`src/rtl/timer_pkg.sv`:
```
// Shared definitions for the bus timer peripheral: register offsets,
// CTRL bit positions, the CTRL register layout and byte-lane merge helper.
package timer_pkg;

  localparam logic [2:0] CTRL_OFS   = 3'd0;
  localparam logic [2:0] PSC_OFS    = 3'd1;
  localparam logic [2:0] ARR_OFS    = 3'd2;
  localparam logic [2:0] CNT_OFS    = 3'd3;
  localparam logic [2:0] STATUS_OFS = 3'd4;

  localparam int CTRL_EN_BIT  = 0;
  localparam int CTRL_CLR_BIT = 1;
  localparam int CTRL_IE_BIT  = 2;
  localparam int CTRL_OS_BIT  = 3;

  typedef struct packed {
    logic oneshot;
    logic ie;
    logic clr;
    logic en;
  } ctrl_t;

  function automatic logic [31:0] be_merge(input logic [31:0] old_v,
                                           input logic [31:0] wdata,
                                           input logic [3:0]  be);
    logic [31:0] r;
    r = old_v;
    for (int i = 0; i < 4; i++) begin
      if (be[i]) r[8*i +: 8] = wdata[8*i +: 8];
    end
    return r;
  endfunction

endpackage

```
`src/rtl/timer_prescaler.sv`:
```
// Prescaler: free-running divider that emits a one-cycle tick whenever
// its count has reached (or passed) the programmed reload value.
module timer_prescaler #(
  parameter int CNT_W = 32
) (
  input  logic             clk,
  input  logic             reset,
  input  logic             en,
  input  logic             clr,
  input  logic [CNT_W-1:0] psc,
  output logic             tick
);

  logic [CNT_W-1:0] pcnt_q, pcnt_d;

  // >= rather than == so that lowering PSC below pcnt still ticks next cycle
  assign tick = en & (pcnt_q >= psc);

  always_comb begin
    pcnt_d = pcnt_q;
    if (clr) begin
      pcnt_d = '0;
    end else if (tick) begin
      pcnt_d = '0;
    end else if (en) begin
      pcnt_d = pcnt_q + CNT_W'(1);
    end
  end

  always_ff @(posedge clk or negedge reset) begin
    if (!reset) begin
      pcnt_q <= '0;
    end else begin
      pcnt_q <= pcnt_d;
    end
  end

endmodule

```
`src/rtl/bus_timer_periph.sv`:
```
// Memory-mapped timer: register file, auto-reload counter, update flag,
// zero-wait-state read mux and level interrupt.
module bus_timer_periph
  import timer_pkg::*;
#(
  parameter int CNT_W = 32
) (
  input  logic        clk,
  input  logic        reset,
  input  logic        busSel,
  input  logic        busWe,
  input  logic [31:0] busAddr,
  input  logic [31:0] busWData,
  input  logic [3:0]  Byte_Enable,
  output logic [31:0] busRData,
  output logic        irq
);

  ctrl_t            ctrl_q, ctrl_d;
  logic [CNT_W-1:0] psc_q, psc_d;
  logic [CNT_W-1:0] arr_q, arr_d;
  logic [CNT_W-1:0] cnt_q, cnt_d;
  logic             uif_q, uif_d;

  logic [2:0]  ofs;
  logic        wr_en, ctrl_wr, clr, w1c, tick, reload;
  logic [31:0] psc_ext, arr_ext, cnt_ext;
  logic [31:0] psc_wr, arr_wr, cnt_wr;
  logic [31:0] rdata;
  logic        unused_addr;

  assign ofs         = busAddr[4:2];
  assign unused_addr = ^{busAddr[31:5], busAddr[1:0]};

  assign wr_en   = busSel & busWe;
  assign ctrl_wr = wr_en & (ofs == CTRL_OFS) & Byte_Enable[0];
  assign clr     = ctrl_wr & busWData[CTRL_CLR_BIT];
  assign w1c     = wr_en & (ofs == STATUS_OFS) & Byte_Enable[0] & busWData[0];
  // CLR suppresses the tick entirely, so no reload/UIF on a clearing edge
  assign reload  = tick & ~clr & (cnt_q >= arr_q);

  timer_prescaler #(
    .CNT_W (CNT_W)
  ) u_prescaler (
    .clk   (clk),
    .reset (reset),
    .en    (ctrl_q.en),
    .clr   (clr),
    .psc   (psc_q),
    .tick  (tick)
  );

  always_comb begin
    psc_ext = '0;
    arr_ext = '0;
    cnt_ext = '0;
    psc_ext[CNT_W-1:0] = psc_q;
    arr_ext[CNT_W-1:0] = arr_q;
    cnt_ext[CNT_W-1:0] = cnt_q;
  end

  assign psc_wr = be_merge(psc_ext, busWData, Byte_Enable);
  assign arr_wr = be_merge(arr_ext, busWData, Byte_Enable);
  assign cnt_wr = be_merge(cnt_ext, busWData, Byte_Enable);

  always_comb begin
    ctrl_d = ctrl_q;
    if (ctrl_wr) begin
      ctrl_d.en      = busWData[CTRL_EN_BIT];
      ctrl_d.ie      = busWData[CTRL_IE_BIT];
      ctrl_d.oneshot = busWData[CTRL_OS_BIT];
    end else if (reload & ctrl_q.oneshot) begin
      ctrl_d.en = 1'b0;
    end
    ctrl_d.clr = 1'b0;

    psc_d = psc_q;
    if (wr_en && ofs == PSC_OFS) psc_d = psc_wr[CNT_W-1:0];

    arr_d = arr_q;
    if (wr_en && ofs == ARR_OFS) arr_d = arr_wr[CNT_W-1:0];

    cnt_d = cnt_q;
    if (clr) begin
      cnt_d = '0;
    end else if (wr_en && ofs == CNT_OFS) begin
      cnt_d = cnt_wr[CNT_W-1:0];
    end else if (reload) begin
      cnt_d = '0;
    end else if (tick) begin
      cnt_d = cnt_q + CNT_W'(1);
    end

    // hardware set takes priority over a same-cycle software clear
    uif_d = uif_q;
    if (w1c)    uif_d = 1'b0;
    if (reload) uif_d = 1'b1;
  end

  always_ff @(posedge clk or negedge reset) begin
    if (!reset) begin
      ctrl_q <= '0;
      psc_q  <= '0;
      arr_q  <= '0;
      cnt_q  <= '0;
      uif_q  <= 1'b0;
    end else begin
      ctrl_q <= ctrl_d;
      psc_q  <= psc_d;
      arr_q  <= arr_d;
      cnt_q  <= cnt_d;
      uif_q  <= uif_d;
    end
  end

  always_comb begin
    rdata = '0;
    case (ofs)
      CTRL_OFS:   rdata[3:0] = {ctrl_q.oneshot, ctrl_q.ie, 1'b0, ctrl_q.en};
      PSC_OFS:    rdata = psc_ext;
      ARR_OFS:    rdata = arr_ext;
      CNT_OFS:    rdata = cnt_ext;
      STATUS_OFS: rdata[0] = uif_q;
      default:    rdata = '0;
    endcase
  end

  assign busRData = busSel ? rdata : '0;
  assign irq      = uif_q & ctrl_q.ie;

endmodule

```
`config.mk`:
```
export PLATFORM = sky130hd
export DESIGN_NAME = bus_timer_periph
export DESIGN_NICKNAME = d
export VERILOG_FILES = /design/src/rtl/timer_pkg.sv /design/src/rtl/timer_prescaler.sv /design/src/rtl/bus_timer_periph.sv
export SDC_FILE = /design/constraint.sdc
export NUM_CORES = 1
export LEC_CHECK = 0
export ABC_CLOCK_PERIOD_IN_PS = 2500
export BUFFER_PORTS_ARGS = -buffer_cell sky130_fd_sc_hd__clkbuf_2
export CORE_MARGIN = 1
export CORE_UTILIZATION = 54
export CTS_CLUSTER_DIAMETER = 150
export CTS_CLUSTER_SIZE = 24
export DETAILED_ROUTE_END_ITERATION = 8
export PLACE_DENSITY = 0.78
export SLEW_MARGIN = 20
export SYNTH_ARGS = -nofsm -noshare
export SYNTH_HDL_FRONTEND = slang
export SYNTH_SLANG_ARGS = --single-unit
```
`constraint.sdc`:
```
create_clock -name clk -period 2.5 [get_ports clk]
set_clock_uncertainty 0.05 [all_clocks]
set_input_delay 0.5 -clock clk [delete_from_list [all_inputs] [get_ports clk]]
set_output_delay 0.5 -clock clk [all_outputs]
set_load 0.1 [all_outputs]
```
# Word level (Yosys, flattened, before mapping)
# Cells that the tools add are included.
# word_totals
out_inout_bits	33
ramBits	0
mem_bits_ro	0
wordCells	81
latchBits	0
in_bits	72
n_memories	0
regBits	132
# classes
div_mod_pow	0
mux	19
n_mul	0
reduce_logical	20
n_eq_ne	8
n_shift	0
bitwise_logic	13
add_sub_neg	2
order_cmp	2
# op_table
operator	n
32-bit 2-to-1 mux	8
28-bit case mux with 3 select lines	1
32-bit by 1-bit adder with 32-bit output (second input constant)	2
32-bit greater-or-equal comparator	2
8-bit 2-to-1 mux	4
2-bit AND reduction	12
1-bit AND	12
3-bit inequality test (second input constant)	4
3-bit case mux with 4 select lines	1
3-bit by 2-bit equality test with 1-bit output (second input constant)	2
1-bit case mux with 5 select lines	1
1-bit 2-to-1 mux	4
2-bit nonzero test	2
4-bit nonzero test	1
3-bit by 1-bit equality test with 1-bit output (second input constant)	1
3-bit equality test (second input constant)	1
1-bit logical AND	3
3-bit logical NOT	1
3-bit nonzero test	1
1-bit inverter	1

# Longest topological paths before layout
# Gate-level depths: netlist (run 1).
# logic_depth
word_depth	10
depth_mapped	12
ltp_nobuf	10

# Modules after synthesis
# Synthesis (run 1) repeated with hierarchy kept, for this count alone.
# hier_totals
hier_cells	1048
area_unflattened_um2	9058.7
# by_module_without_submodules
mod	cells_per_inst	seq_area_each_um2	area_each_um2	instances
bus_timer_periph	694	2502.4	6293.5	1
timer_prescaler	354	800.8	2765.2	1

# Worst setup path after synthesis (run 1)
# No wires, ideal clock.
# synth_path
kind	input-to-output
startpoint	input port busAddr[3]
endpoint	output port busRData[21]
n_path_buf	3
arrival_time_ps	2768
required_ps	1950
setup_slack_ps	-818
cell_stages	6
cell_sequence	clkbuf_1 nor2b_1 clkbuf_1 clkbuf_1 a22oi_1 nor2_1
# synth_between
elab_chain_len	3
elab_cells_between_ends	5
cone_classes	eq/ne: 3; mux: 2
# synth_lines
element	line_no	text
start: declaration	bus_timer_periph.sv:12	input logic [31:0] busAddr,
3-bit by 2-bit equality test with 1-bit output or 3-bit by 1-bit equality test with 1-bit output (tied branches)	bus_timer_periph.sv:118	case (ofs)
28-bit case mux with 3 select lines (*)	bus_timer_periph.sv:118	
32-bit 2-to-1 mux (*)	bus_timer_periph.sv:128	assign busRData = busSel ? rdata : '0;
end: declaration	bus_timer_periph.sv:15	output logic [31:0] busRData,
# Mark *: on every way between the ends. The rest lies on a longest branch, timed or not.

# Worst setup path after layout (run 1)
# layout_path
startpoint	register psc_q[29], in the netlist psc_ext[29]
endpoint	register cnt_q[23], in the netlist cnt_ext[23]
# layout_between
elab_chain_len	7
elab_cells_between_ends	9
cone_classes	order compare: 1; mux: 3; bitwise: 3; reduce/logical: 2
# layout_lines
element	line_no	text
start: declaration	bus_timer_periph.sv:20	logic [CNT_W-1:0] psc_q, psc_d;
start signal: assignment	bus_timer_periph.sv:109	psc_q <= psc_d;
32-bit greater-or-equal comparator (*)	timer_prescaler.sv:17	assign tick = en & (pcnt_q >= psc);
1-bit AND (*)	timer_prescaler.sv:17	
1-bit AND (2 in a row)	bus_timer_periph.sv:40	assign reload = tick & ~clr & (cnt_q >= arr_q);
32-bit 2-to-1 mux	bus_timer_periph.sv:88	end else if (reload) begin
32-bit 2-to-1 mux	bus_timer_periph.sv:86	end else if (wr_en && ofs == CNT_OFS) begin
32-bit 2-to-1 mux	bus_timer_periph.sv:84	if (clr) begin
end signal: assignment	bus_timer_periph.sv:111	cnt_q <= cnt_d;
end: declaration	bus_timer_periph.sv:22	logic [CNT_W-1:0] cnt_q, cnt_d;
# Marks and branches as above.
# A chain may end at the register's enable or synchronous reset.

==> results of run 1 <==
## kinds of logic (layout without fill, tap and decap cells)
logic type | after synthesis | count (layout) | synth area share
xor+xnor | 28 | 28 | 0.0284
compound gates | 258 | 258 | 0.186
buf+inv | 129 | 357 | 0.0580
mux | 44 | 46 | 0.0567
simple gates | 352 | 352 | 0.193
fa+ha+maj | 66 | 66 | 0.0955
flops | 132 | 132 | 0.382
## power by group
part	switching, mW	leakage [nW]	internal, mW	total [mW]
clock network	1.01	0.279	1.56	2.58
registers	0.291	1.66	2.56	2.86
logic	2.26	3.62	1.70	3.96
total	3.56	5.56	5.82	9.39
## final cells by class
class	count	share of cell area
sequential	132	0.258
clock inverter	13	0.0123
inverter	85	0.0249
timing repair buffer	240	0.185
tap	211	0.0206
clock buffer	19	0.0338
multi-input combinational	750	0.466
## Yosys cell counts, drive strengths merged (8+ instances only)
master,number
nor2,93
and3,20
clkbuf,31
nor3,19
xor2,19
a22oi,39
mux2,37
a22o,8
nand4,18
inv,85
buf,13
nand3,32
dfrtp,132
nor4,10
o22ai,13
nand2,121
ha,66
xnor2,9
o2bb2ai,8
o21ai,100
a21oi,54
## sequential cells by signal, summed over array words and instances (netlist names)
signal / count
psc_ext: 32
uif_q: 1
ctrl_q: 3
u_prescaler.pcnt_q: 32
cnt_ext: 32
arr_ext: 32
## routing by layer
layer	GRT usage	up-vias	routed length [um]
met5	0	-	0
met4	0.172	0	1890
met3	0.0732	180	3040
met2	0.609	629	15600
met1	0.454	4522	12000
li1	-	4024	-
## worst register-to-register path: stages (launching register included)
cell,delay (ns)
dfrtp_1,0.42
inv_2,0.08
ha_4,0.27
nand4_1,0.24
buf_4,0.23
or2_4,0.24
o22ai_4,0.24
buf_6,0.15
a21oi_4,0.05
or4_4,0.48
a21o_4,0.27
o21ai_1,0.16
## repair_timing
| item | 4_1_cts | 5_1_grt |
|---|---|---|
| buffers inserted | 13 | 10 |
| hold buffers | 1 | 0 |
| endpoints found under the setup margin | 65 | 66 |
| resized for setup | 73 | 125 |
| endpoints found under the hold margin | 42 | 0 |
| gates cloned | 4 | 2 |
| pin swaps | 31 | 58 |
## path summary, 6_finish.rpt
| kind | start | slack (ns) | to | cells after the start |
|---|---|---|---|---|
| worst min-delay path | busWData[8] | 0.27 | psc_ext[8]$_DFFE_PN0P_ | 3 |
| min in group asynchronous | reset | 0.54 | psc_ext[12]$_DFFE_PN0P_ | 2 |
| worst min register to register | arr_ext[1]$_DFFE_PN0P_ | 0.45 | arr_ext[1]$_DFFE_PN0P_ | 2 |
| max in group asynchronous | reset | 1.05 | cnt_ext[2]$_DFFE_PN0P_ | 3 |
| worst max-delay path | psc_ext[29]$_DFFE_PN0P_ | -0.46 | cnt_ext[23]$_DFFE_PN0P_ | 11 |
| worst max register to register | psc_ext[29]$_DFFE_PN0P_ | -0.46 | cnt_ext[23]$_DFFE_PN0P_ | 11 |
## per-stage QoR
stage / hold slack, ns / cells / instance area [sq um] / power [mW]
after global routing: 0.283 / 1450 / 12800 / 9.79
after CTS: 0.261 / 1442 / 12100 / 8.91
after detailed placement: 0.416 / 1393 / 11100 / 6.10
after global placement: 0.407 / 1393 / 11100 / 5.96
after floorplan: 0.154 / 1009 / 9010 / 4.78
final: 0.269 / 1450 / 12800 / 9.39
==> flow_metrics.py, run 1 <==
metrics = {
    "global_route": {
        "grt_pass1_wl_um": 45600,
        "gr-total-overflow": 0,
        "antenna_found_initial": 1,
        "grt_pass1_vias": 8819,
        "grt_max_degree": 46,
        "grt.total_usage": 0.364,
    },
    "run_status": {
        "violations": "negative setup slack",
        "status": "complete, but fails checks",
    },
    "synth": {
        "synth_area_per_cell_sq_um": 8.57,
        "ys_seq_area_frac": 0.382,
        "synth_top_cell_area_share": 0.382,
        "yosys_register_bits": 132,
        "synthesis.instances": 1009,
        "synth_area_sq_um": 8640,
        "syn_nets": 1147,
        "yosysTopAreaCell": "dfrtp_1",
        "synth_area_leaders": "dfrtp_1 (38%), ha_1 (9.6%), o21ai_0 (5.5%), nand2_1 (5.3%), mux2_2 (4.8%)",
        "yosysWarnings": 0,
        "ys_types": 65,
        "synth_ff_type": "dfrtp_1",
        "synth_enable_flop_cells": 0,
        "async_flop_share": 1.00,
    },
    "finish": {
        "antenna_cells": 0,
        "multi_input_area_sq_um": 5960,
        "fin_util": 0.830,
        "layout.nets": 1364,
        "regArea_sq_um": 3300,
        "layout_common_cells": "dfrtp_1 (132), buf_4 (132), nand2_1 (119)",
        "drive_gt1_frac": 0.386,
        "syn_to_final_growth_pct": 48.1,
        "n_fill_cell": 843,
    },
    "worst_setup_path": {
        "required_ns": 2.80,
        "cp.buffers_inverters": 3,
        "worstPathArrival_ns": 3.26,
        "critPathCaptureType": "register",
        "crit_type": "reg2reg",
        "max_stage_delay_ns": 0.48,
        "crit_family": "simple AND/OR/NAND/NOR gates",
        "cp-start-kind": "register",
        "path_cells": "inv_2, ha_4, nand4_1, buf_4, or2_4, o22ai_4, buf_6, a21oi_4, or4_4, a21o_4, o21ai_1",
        "crit_fanout": 7,
        "cp_slowest_cell": "or4_4",
    },
    "job": {
        "max-cap-violations": 0,
    },
    "timing": {
        "fin_crit_ns": 2.96,
        "drv_slew": 0,
        "rsz0062_at_grt": "yes",
        "hold_viol_final": 0,
        "fin_ws_ns": -0.460,
        "relSlewSlack": 0.602,
        "setup_tns_ns": -19.90,
        "worst_slew_pin_slew_ns": 0.592,
        "setup_viol": 66,
        "clock.fmax_mhz": 338,
        "period_share": 1.18,
    },
    "drt": {
        "wl_per_cell_um": 22.4,
        "wl_um": 32500,
        "first_pass_iters": 7,
        "viasPerCell": 6.45,
        "drt_iter0_drc": 1207,
        "via_count": 9355,
        "antenna_left": 0,
        "drc": 0,
    },
    "clock_network": {
        "clockBufferDepth": 2,
        "clk_pin_slew_ns": 0.06,
        "cts_tree": "built",
        "root_buffer": "clkbuf_16",
        "cts_sinks": 132,
        "cts_buffers": 17,
        "cts_max_level": 4,
        "insertion_delay_ns": 0.43,
    },
    "placement": {
        "dp_hpwl_um": 19700,
        "place_congestion": 0.965,
        "dp_slack_ns": -0.361,
        "port-buffer-count": 75,
    },
    "power_and_ir_drop": {
        "power.density_nw_per_um2": 734,
        "ir_worst_vdd_mv": 0.556,
        "p_leak_nw": 5.56,
    },
    "floorplan": {
        "die_w_um": 129,
        "num_rows": 45,
        "start_util": 0.560,
        "dieArea_sq_um": 16500,
        "core_area_sq_um": 15400,
        "die_h_um": 129,
        "ios": 105,
    },
    "hold_path": {
        "min_path_type": "in2reg",
    },
}
No activity file was read; power rests on OpenSTA's default activity.
==> run 2, diff against run 1 <==
- CELL_PAD_IN_SITES_DETAIL_PLACEMENT: default -> 0
- CELL_PAD_IN_SITES_GLOBAL_PLACEMENT: default -> 2
- CORE_UTILIZATION: 54 -> 32
- PLACE_DENSITY: 0.78 -> default
- PLACE_DENSITY_LB_ADDON: default -> 0.1
==> run 2 against run 1 <==
Net effect: the flow finishes with violations (design-rule violations, negative setup slack); clock-buffer cell count is the same; maximum frequency grew 5.8%; clock power grew 5%; core utilization shrank 33 points; sequential cell count is the same; via count shrank 13%; wire length shrank 7.0%; first-iteration DRC count shrank 66%; critical path depth shrank 2; total power grew 0.38%.
==> flow_metrics.py, run 2 (synthesis results as in run 1) <==
metrics = {
    "placement": {
        "place_congestion": 0.827,
        "dp_slack_ns": -0.514,
        "port-buffer-count": 75,
        "post_dp_cell_area_sq_um": 11500,
        "dp_hpwl_um": 22900,
        "place_inst": 1544,
    },
    "timing": {
        "relSlewSlack": 0.640,
        "drv_slew": 0,
        "hold_viol_final": 0,
        "fin_ws_ns": -0.297,
        "holdWs_ns": 0.267,
        "rsz0062_at_grt": "yes",
        "setup_tns_ns": -8.77,
        "clock.fmax_mhz": 358,
        "setup_viol": 60,
        "period_share": 1.12,
        "fin_crit_ns": 2.80,
        "worst_slew_pin_slew_ns": 0.542,
    },
    "drt": {
        "wl_um": 30200,
        "first_pass_iters": 6,
        "wl_per_cell_um": 18.9,
        "drc": 11,
        "via_count": 8169,
        "drt_iter0_drc": 411,
        "antenna_left": 0,
        "viasPerCell": 5.12,
    },
    "power_and_ir_drop": {
        "p_leak_nw": 5.70,
        "power_mw": 9.43,
        "power.density_nw_per_um2": 720,
        "ir_worst_vdd_mv": 0.382,
    },
    "worst_setup_path": {
        "cp.buffers_inverters": 0,
        "crit_fanout": 6,
        "path_cells": "ha_4, nand4_1, or4_4, a2111oi_4, o31a_4, nor2_2, or2_4, a22o_4, a22o_1",
        "required_ns": 2.77,
        "max_stage_delay_ns": 0.58,
        "worstPathArrival_ns": 3.07,
        "cp-start-kind": "register",
        "cp_slowest_cell": "or4_4",
        "crit_type": "reg2reg",
        "crit_family": "simple AND/OR/NAND/NOR gates",
        "critPathCaptureType": "register",
    },
    "finish": {
        "layout_commonest_cell": "buf_4",
        "layout_common_cells": "buf_4 (153), dfrtp_1 (132), nand2_1 (120)",
        "final_area_sq_um": 13100,
        "instances_no_fill": 1594,
        "antenna_cells": 0,
        "fin_util": 0.498,
        "syn_to_final_growth_pct": 51.4,
        "layout.nets": 1384,
        "drive_gt1_frac": 0.388,
    },
    "floorplan": {
        "ios": 105,
        "core_area_sq_um": 26300,
        "dieArea_sq_um": 27700,
        "die_h_um": 166,
        "num_rows": 59,
        "start_util": 0.329,
        "die_w_um": 166,
    },
    "global_route": {
        "grt.total_usage": 0.222,
        "gr-total-overflow": 0,
        "grt_pass1_wl_um": 46900,
        "grt_pass1_vias": 8105,
        "antenna_found_initial": 0,
        "grt_max_degree": 49,
    },
    "clock_network": {
        "insertion_delay_ns": 0.44,
        "cts_max_level": 4,
        "cts_sinks": 132,
        "cts_buffers": 17,
        "clk_pin_slew_ns": 0.07,
        "cts_tree": "built",
        "clockBufferDepth": 2,
        "root_buffer": "clkbuf_16",
    },
    "hold_path": {
        "min_path_type": "in2reg",
    },
    "run_status": {
        "status": "complete, but fails checks",
        "violations": "design-rule violations, negative setup slack",
    },
    "job": {
        "max-cap-violations": 0,
    },
}
-- run 2: cell types whose count changed in the layout (fill, tap and decap cells not counted), moves of 3 or more --
| cell | previous run | this run |
|---|---|---|
| nor2_2 | 4 | 7 |
| buf_4 | 132 | 153 |
| clkinv_2 | 4 | 1 |
| inv_6 | 1 | 4 |
| buf_6 | 20 | 12 |
| buf_12 | 41 | 49 |
| nor2_4 | 57 | 52 |
-- run 2: final cells by class --
| class | instances | area [sq um] |
|---|---|---|
| fillers | 2523 | 13200 |
| multi-input cells | 750 | 5890 |
| flip-flops and latches | 132 | 3300 |
| repair buffers | 260 | 2540 |
| clock buffers | 19 | 443 |
| well taps | 335 | 419 |
| inverters | 85 | 322 |
| clock inverters | 13 | 171 |
-- run 2: per-layer routing --
layer,routed length (um),GRT usage,vias to the layer above
li1,-,-,4078
met1,15100,0.324,3930
met2,13800,0.352,138
met3,925,0.0262,23
met4,346,0.0455,0
met5,0,0,-
-- run 2: final timing paths --
| path | from | endpoint | slack [ns] | cells after the start |
|---|---|---|---|---|
| worst max-delay path | cnt_ext[26]$_DFFE_PN0P_ | cnt_ext[26]$_DFFE_PN0P_ | -0.30 | 9 |
| worst min-delay path | busWData[21] | psc_ext[21]$_DFFE_PN0P_ | 0.27 | 3 |
| worst max register to register | cnt_ext[26]$_DFFE_PN0P_ | cnt_ext[26]$_DFFE_PN0P_ | -0.30 | 9 |
| worst min register to register | arr_ext[29]$_DFFE_PN0P_ | arr_ext[29]$_DFFE_PN0P_ | 0.45 | 1 |
| max in group asynchronous | reset | arr_ext[19]$_DFFE_PN0P_ | 1.23 | 3 |
| min in group asynchronous | reset | psc_ext[5]$_DFFE_PN0P_ | 0.50 | 2 |
-- run 2: power by group --
| group | switching [mW] | internal, mW | total, mW |
|---|---|---|---|
| Sequential | 0.248 | 2.56 | 2.81 |
| Combinational | 2.14 | 1.76 | 3.90 |
| Clock | 1.10 | 1.61 | 2.72 |
| Total | 3.49 | 5.94 | 9.43 |
-- run 2: worst min-delay path, cell delays in order --
cell,delay (ns)
clkbuf_2,0.11
nand2_1,0.04
o21ai_0,0.06
-- run 2: what timing repair did --
item	4_1_cts	5_1_grt
pin swaps	53	22
setup buffers	9	7
endpoints found under the setup margin	64	67
gates resized for setup	107	75
endpoints found under the hold margin	40	0
hold buffers	1	0
gates cloned	3	0
